===== config.mk =====
export PLATFORM = sky130hd
export DESIGN_NAME = gray_bus_decoder_flat
export DESIGN_NICKNAME = d
export VERILOG_FILES = /design/src/rtl/sebc_bus_pkg.sv /design/src/rtl/gray_bus_decoder_if.sv /design/src/rtl/sat_counter.sv /design/src/rtl/gray_bus_decoder.sv /design/src/flat_wrapper.sv
export SDC_FILE = /design/constraint.sdc
export NUM_CORES = 1
export LEC_CHECK = 0
export CORE_MARGIN = 3
export CORE_UTILIZATION = 50
export CTS_BUF_LIST = sky130_fd_sc_hd__clkbuf_4 sky130_fd_sc_hd__clkbuf_8
export DETAILED_ROUTE_END_ITERATION = 8
export HOLD_SLACK_MARGIN = 0.1
export PLACE_DENSITY = 0.77
export SLEW_MARGIN = 20
export SYNTH_ARGS = -nofsm -noshare
export SYNTH_HDL_FRONTEND = slang
export SYNTH_HIERARCHICAL = 1
export SYNTH_SLANG_ARGS = --single-unit

===== constraint.sdc =====
create_clock -name ck -period 6.7 [get_ports ck]
set_input_delay 1.005 -clock ck [delete_from_list [all_inputs] [get_ports ck]]
set_output_delay 1.005 -clock ck [all_outputs]
set_load 0.03 [all_outputs]

===== src/rtl/sebc_bus_pkg.sv =====
// Shared definitions for the Gray-coded address bus codec blocks.
`timescale 1ns/1ps
package sebc_bus_pkg;

  localparam int unsigned BUS_W = 8;
  localparam int unsigned POP_W = $clog2(BUS_W + 1);

  typedef enum logic {
    EMPTY  = 1'b0,
    PRIMED = 1'b1
  } gray_state_e;

  // Gray to binary: each binary bit is the xor of all Gray bits at or above it.
  function automatic logic [BUS_W-1:0] gray2bin(input logic [BUS_W-1:0] g);
    logic [BUS_W-1:0] b;
    b[BUS_W-1] = g[BUS_W-1];
    for (int i = int'(BUS_W) - 2; i >= 0; i--) begin
      b[i] = b[i+1] ^ g[i];
    end
    return b;
  endfunction

  function automatic logic [POP_W-1:0] popcount(input logic [BUS_W-1:0] v);
    logic [POP_W-1:0] c;
    c = '0;
    for (int i = 0; i < int'(BUS_W); i++) begin
      c = c + POP_W'(v[i]);
    end
    return c;
  endfunction

endpackage


===== src/rtl/gray_bus_decoder_if.sv =====
// Gray bus link between the encoder side (master) and the decoder (slave).
`timescale 1ns/1ps
interface gray_bus_decoder_if
  import sebc_bus_pkg::*;
#(
  parameter int unsigned WIDTH = BUS_W
);
  logic [WIDTH-1:0] gray_in;
  logic             in_valid;
  logic [WIDTH-1:0] addr_out;
  logic             out_valid;
  logic             seq_flag;

  modport master (
    output gray_in, in_valid,
    input  addr_out, out_valid, seq_flag
  );

  modport slave (
    input  gray_in, in_valid,
    output addr_out, out_valid, seq_flag
  );
endinterface


===== src/rtl/sat_counter.sv =====
// Accumulator that clamps at its maximum and raises a sticky saturation flag.
`timescale 1ns/1ps
module sat_counter #(
  parameter int unsigned CNT_W = 16,
  parameter int unsigned INC_W = 4
) (
  input  logic             ck,
  input  logic             rst,
  input  logic             clr,
  input  logic [INC_W-1:0] inc,
  output logic [CNT_W-1:0] cnt,
  output logic             sat
);
  localparam int unsigned SUM_W = CNT_W + 1;
  localparam logic [CNT_W-1:0] CNT_MAX = {CNT_W{1'b1}};

  logic [SUM_W-1:0] sum_c;
  logic [CNT_W-1:0] nxt_c;

  always_comb begin
    sum_c = SUM_W'(cnt) + SUM_W'(inc);
    nxt_c = CNT_W'(sum_c);
    if (sum_c > SUM_W'(CNT_MAX)) nxt_c = CNT_MAX;
  end

  // Clear wins over any increment arriving in the same cycle.
  always_ff @(posedge ck or posedge rst) begin
    if (rst) begin
      cnt <= '0;
      sat <= 1'b0;
    end else if (clr) begin
      cnt <= '0;
      sat <= 1'b0;
    end else begin
      cnt <= nxt_c;
      if (nxt_c == CNT_MAX) sat <= 1'b1;
    end
  end
endmodule


===== src/rtl/gray_bus_decoder.sv =====
// Gray bus receiver: two-stage decode pipeline plus transition/sequential statistics.
`timescale 1ns/1ps
module gray_bus_decoder
  import sebc_bus_pkg::*;
#(
  parameter int unsigned WIDTH = BUS_W,
  parameter int unsigned CNT_W = 16
) (
  input  logic             ck,
  input  logic             rst,
  gray_bus_decoder_if.slave bus,
  input  logic             clr_stats,
  output logic [CNT_W-1:0] trans_cnt,
  output logic [CNT_W-1:0] seq_cnt,
  output logic             cnt_sat
);
  logic [WIDTH-1:0] g_q;
  logic             v1_q;
  logic [WIDTH-1:0] last_gray_q;
  logic [WIDTH-1:0] addr_q;
  logic             ov_q;
  logic             seq_q;
  logic             out_primed_q;
  gray_state_e      in_state_q, in_state_d;
  logic             count_en_c;
  logic [WIDTH-1:0] bin_c;
  logic             seq_match_c;
  logic [POP_W-1:0] trans_inc_c;
  logic             sat_t, sat_s;

  // Input stage: capture on valid, hold otherwise.
  always_ff @(posedge ck or posedge rst) begin
    if (rst) begin
      g_q         <= '0;
      v1_q        <= 1'b0;
      last_gray_q <= '0;
    end else begin
      v1_q <= bus.in_valid;
      if (bus.in_valid) begin
        g_q         <= bus.gray_in;
        last_gray_q <= bus.gray_in;
      end
    end
  end

  always_ff @(posedge ck or posedge rst) begin
    if (rst) in_state_q <= EMPTY;
    else     in_state_q <= in_state_d;
  end

  // A word arriving with a clear is the new history word, so it re-primes.
  always_comb begin
    in_state_d = in_state_q;
    case (in_state_q)
      EMPTY:   if (bus.in_valid) in_state_d = PRIMED;
      PRIMED:  if (!bus.in_valid && clr_stats) in_state_d = EMPTY;
      default: in_state_d = EMPTY;
    endcase
  end

  always_comb begin
    count_en_c = 1'b0;
    if (in_state_q == PRIMED && bus.in_valid && !clr_stats) count_en_c = 1'b1;
  end

  always_comb begin
    bin_c       = WIDTH'(gray2bin(BUS_W'(g_q)));
    seq_match_c = (bin_c == addr_q + WIDTH'(1));
    trans_inc_c = count_en_c ? popcount(BUS_W'(bus.gray_in ^ last_gray_q)) : '0;
  end

  // Output stage; seq_flag is computed against the address it replaces.
  always_ff @(posedge ck or posedge rst) begin
    if (rst) begin
      addr_q       <= '0;
      ov_q         <= 1'b0;
      seq_q        <= 1'b0;
      out_primed_q <= 1'b0;
    end else begin
      ov_q  <= v1_q;
      seq_q <= v1_q && out_primed_q && seq_match_c;
      if (v1_q) begin
        addr_q       <= bin_c;
        out_primed_q <= 1'b1;
      end else if (clr_stats) begin
        out_primed_q <= 1'b0;
      end
    end
  end

  sat_counter #(.CNT_W(CNT_W), .INC_W(POP_W)) u_trans_cnt (
    .ck  (ck),
    .rst (rst),
    .clr (clr_stats),
    .inc (trans_inc_c),
    .cnt (trans_cnt),
    .sat (sat_t)
  );

  sat_counter #(.CNT_W(CNT_W), .INC_W(1)) u_seq_cnt (
    .ck  (ck),
    .rst (rst),
    .clr (clr_stats),
    .inc (seq_q),
    .cnt (seq_cnt),
    .sat (sat_s)
  );

  assign bus.addr_out  = addr_q;
  assign bus.out_valid = ov_q;
  assign bus.seq_flag  = seq_q;
  assign cnt_sat       = sat_t | sat_s;
endmodule


===== src/flat_wrapper.sv =====
// flat-port wrapper written by rule: the top's interface ports become plain ports
module gray_bus_decoder_flat import sebc_bus_pkg::*;
#(
  parameter int unsigned WIDTH = BUS_W,
  parameter int unsigned CNT_W = 16
)
  (ck, rst, clr_stats, trans_cnt, seq_cnt, cnt_sat, bus_gray_in, bus_in_valid, bus_addr_out, bus_out_valid, bus_seq_flag);
  gray_bus_decoder_if #(.WIDTH(WIDTH)) bus_i ();
  input  logic ck;
  input  logic rst;
  input  logic clr_stats;
  output logic [CNT_W-1:0] trans_cnt;
  output logic [CNT_W-1:0] seq_cnt;
  output logic cnt_sat;
  input wire logic [$bits(bus_i.gray_in)-1:0] bus_gray_in;
  input wire logic [$bits(bus_i.in_valid)-1:0] bus_in_valid;
  output wire logic [$bits(bus_i.addr_out)-1:0] bus_addr_out;
  output wire logic [$bits(bus_i.out_valid)-1:0] bus_out_valid;
  output wire logic [$bits(bus_i.seq_flag)-1:0] bus_seq_flag;
  assign bus_i.gray_in = bus_gray_in;
  assign bus_i.in_valid = bus_in_valid;
  assign bus_addr_out = bus_i.addr_out;
  assign bus_out_valid = bus_i.out_valid;
  assign bus_seq_flag = bus_i.seq_flag;
  gray_bus_decoder #(.WIDTH(WIDTH), .CNT_W(CNT_W)) u_core (.ck(ck), .rst(rst), .bus(bus_i), .clr_stats(clr_stats), .trans_cnt(trans_cnt), .seq_cnt(seq_cnt), .cnt_sat(cnt_sat));
endmodule

==> impl_results.md <==
- Outcome: completed
- PortBufs: 54
- Number of antenna-violating nets in the routed design: 0
- Final wirelength: roughly 7 mm
- Worst path bufs/invs: 5
- Synth top area share: 0.401
- Worst Path Arrival: 6.17 ns
- Clock power frac: 0.190
- DR vias/cell: 5.63
- Yosys Warn Count: 6
- First-pass GRT wire length: 12.1 mm
- Layout cell share with drive strength beyond 1: 0.115
- CP max FO: 7
- WL/cell: about 15 um
- Vias after detailed routing: approximately 2600
- IO Pins: 55
- Initial DRC count: 104
- Clock buffer depth: 2
- Gpl congestion: about 0.83
- Yosys cell types: 64
- Least-Margin Pin Slew: between 0.8 and 0.9 ns
- CP most frequent cell: fa_1
- Crit path max-delay family: adder cells
- Number of synthesized flops with an enable pin: 0
- Clk_lat worst skew: roughly 0.31 ns
- Clock period minus worst slack: 5.92 ns
- F_max: ~170 MHz
- CTS H-tree depth: 2
- Post-CTS Setup Bufs: 0
- Leak: 0.00169 uW
- Multiplexer share of the synthesized area: 0.0514
- Met1 wire length: between 3 and 4 mm
- XOR/XNOR Fraction of Synth Area: 0.145
- Die Width: roughly 90 um
- Number of synthesized register bits: 55
- Hold Slack: between 0.5 and 0.6 ns
- Layout area overhead: 19.4%
- Met3 wire len: 312 um
- Final slew viol count: 0
- Min-Delay Path Class: flip-flop to flip-flop
- R2R cell count: 18
- Initial antenna violation count: 0
- Uppermost layer routed: met4
- GRT Util Overall: 0.196
- Top FF cell, synth: dfrtp_1
- Pwr Density: 250 nW/um^2
- Adder-Cell Fraction of Synth Area: 0.0656
- Synth Area in Simple Gates: 0.163
- Remaining Overflow, GRT: 0
- Synthesized area: 3430 um^2
- Final core utilization: 0.631
- Seq/Total Area, Yosys: 0.401
- Sw frac: 0.374
- Placed Cells incl. Taps: 452
- Final Hold Fails: 0
- CTS buffer count: 5
- Syn Nets: 363
- Ys async rst share: 1.00
- Layout Cells excl Fill: 460
- Tcrit/Tclk final: 0.884
- Starting density of the core: 0.529
- CP Capture Type: flip-flop
- Clock root cell: clkbuf_8
- Crit path max-delay cell type: fa_1
- Maximum vdd drop: 0.168 mV
- # fillers: ~530
- Hold depth: 1
- Met2 Routed Length: between 3 and 4 mm
- Ranking of synthesized cells by area: dfrtp_1, xnor2_1, xor2_1, a21oi_1, mux2_2
- CTS sink count: 55
- Critical setup path kind: primary input to flip-flop
- Worst path depth: 19
- Ant. Diodes: 0
- Relative slew slack: 0.457
- Critical Path Start Type: primary input
- Biggest area consumer among synthesized cells: dfrtp_1
- Comb pwr share: 0.407
- Die Y: between 80 and 90 um
- Worst path cell trace: clkdlybuf4s50_1, xor2_1, fa_1, fa_1, inv_1, fa_1, inv_1, ha_1, fa_1, inv_1, nor2_1, inv_1, fa_1, nand2b_1, a21oi_2, xnor2_1, or3_1, o31ai_1, a32o_2
- Tot Pwr: 1020 uW
- Dpl hpwl: ~5.2 mm
- Core Box Area: ~6500 um^2
- Cells after synthesis: around 340
- Final setup skew: 0.0106 ns
- Pint: 641 uW
- Vias in the first global route: between 2000 and 3000
- Psw: about 380 uW
- CP required: approximately 7.0 ns
- NumNets Final: just over 400
- Drt drc: 0
- Most frequent cells in the layout: dfrtp_1, clkdlybuf4s50_1, a21oi_1, xnor2_1
- Avg Cell Area, Syn: 10.2 um^2
- Commonest non-fill, non-tap cell in the layout: dfrtp_1
- Largest net degree at the start of global routing: 36
- Max incr delay on CP: approximately 0.55 ns
- Reg clk slew, reported paths: ~0.09 ns
- Complex-gate fraction of the synthesized area: 0.126
- Largest family of logic cells by synthesized area: simple AND/OR/NAND/NOR gates
- Post-cts resize count: 0
- RSZ-0062 raised after global routing: false
- Max-cap check violation count: 0
- Final setup fails: 0
- Setup tns final: 0 ns
- TritonRoute pass-1 iters: 4
- Die footprint: just under 8000 um^2
- CTS Hold Bufs: 0
- CTS tree: built
- Sequential share of power: 0.403
- Rows: 29
[final cells by class]
cell class | instances | area [um^2] | area share
clock buffers | 6 | 82.6 | 0.0202
clock inverters | 2 | 16.3 | 0.00397
inverters | 20 | 75.1 | 0.0183
multi-input cells | 244 | 1900 | 0.463
flip-flops and latches | 55 | 1380 | 0.336
well taps | 77 | 96.3 | 0.0235
repair buffers | 56 | 556 | 0.136
[power groups by stage]
stage / registers [uW] / clock network [uW] / logic (uW)
after floorplan: 453 / 0 / 268
after global placement: 419 / 0 / 402
after detailed placement: 418 / 0 / 417
after CTS: 413 / 205 / 421
after global routing: 420 / 220 / 466
final: 413 / 195 / 417
[layer usage]
metal,up-vias,global-route usage
li1,1270,-
met5,-,0
met1,1248,0.263
met4,0,0.0728
met2,64,0.313
met3,9,0.0391
[kinds of logic (layout without fill, tap and decap cells)]
| kind of cell | after synthesis | after routing |
|---|---|---|
| AO/OA/AOI/OAI | 64 | 64 |
| XOR/XNOR | 50 | 50 |
| adder cells (fa/ha/maj) | 15 | 15 |
| buffers and inverters | 37 | 84 |
| flip-flops | 55 | 55 |
| multiplexers | 16 | 16 |
| AND/OR/NAND/NOR | 99 | 99 |
[state kept, by name, indices dropped and copies added (netlist names), 8 cells and up]
signal                  cells
u_core/bus.addr_out         8
u_core/u_seq_cnt/cnt       16
u_core/u_trans_cnt/cnt     16
u_core/last_gray_q          8
[cells in the mapped netlist (4+ instances only)]
cell type,number
dfrtp_1,55
a21oi_1,30
xnor2_1,26
inv_1,20
nand3_1,20
nor2_1,20
xor2_1,20
nand2_1,14
mux2_2,13
ha_1,10
nor3_1,7
and3_1,6
buf_2,6
clkbuf_1,6
a211oi_1,5
fa_1,5
a21o_1,4
a31oi_1,4
or3_1,4
[per-stage QoR]
stage	worst slack, ns	instance area [um^2]
after floorplan	1.21	3430
after global placement	0.584	4000
after detailed placement	0.474	4000
after CTS	0.750	4100
after global routing	0.420	4100
final	0.777	4100
[final timing paths]
path / start / to / slack [ns]
setup reg to reg: u_core/last_gray_q[3] / u_core/u_trans_cnt/sat / 1.45
hold / removal: u_core/u_trans_cnt/sat / u_core/u_trans_cnt/sat / 0.51
max in group asynchronous: rst / u_core/bus.seq_flag / 4.94
min in group asynchronous: rst / u_core/u_trans_cnt/cnt[1] / 1.16
hold reg to reg: u_core/u_trans_cnt/sat / u_core/u_trans_cnt/sat / 0.51
setup / recovery: bus_gray_in[1] / u_core/u_trans_cnt/sat / 0.78
No activity file was read; power rests on OpenSTA's default activity.
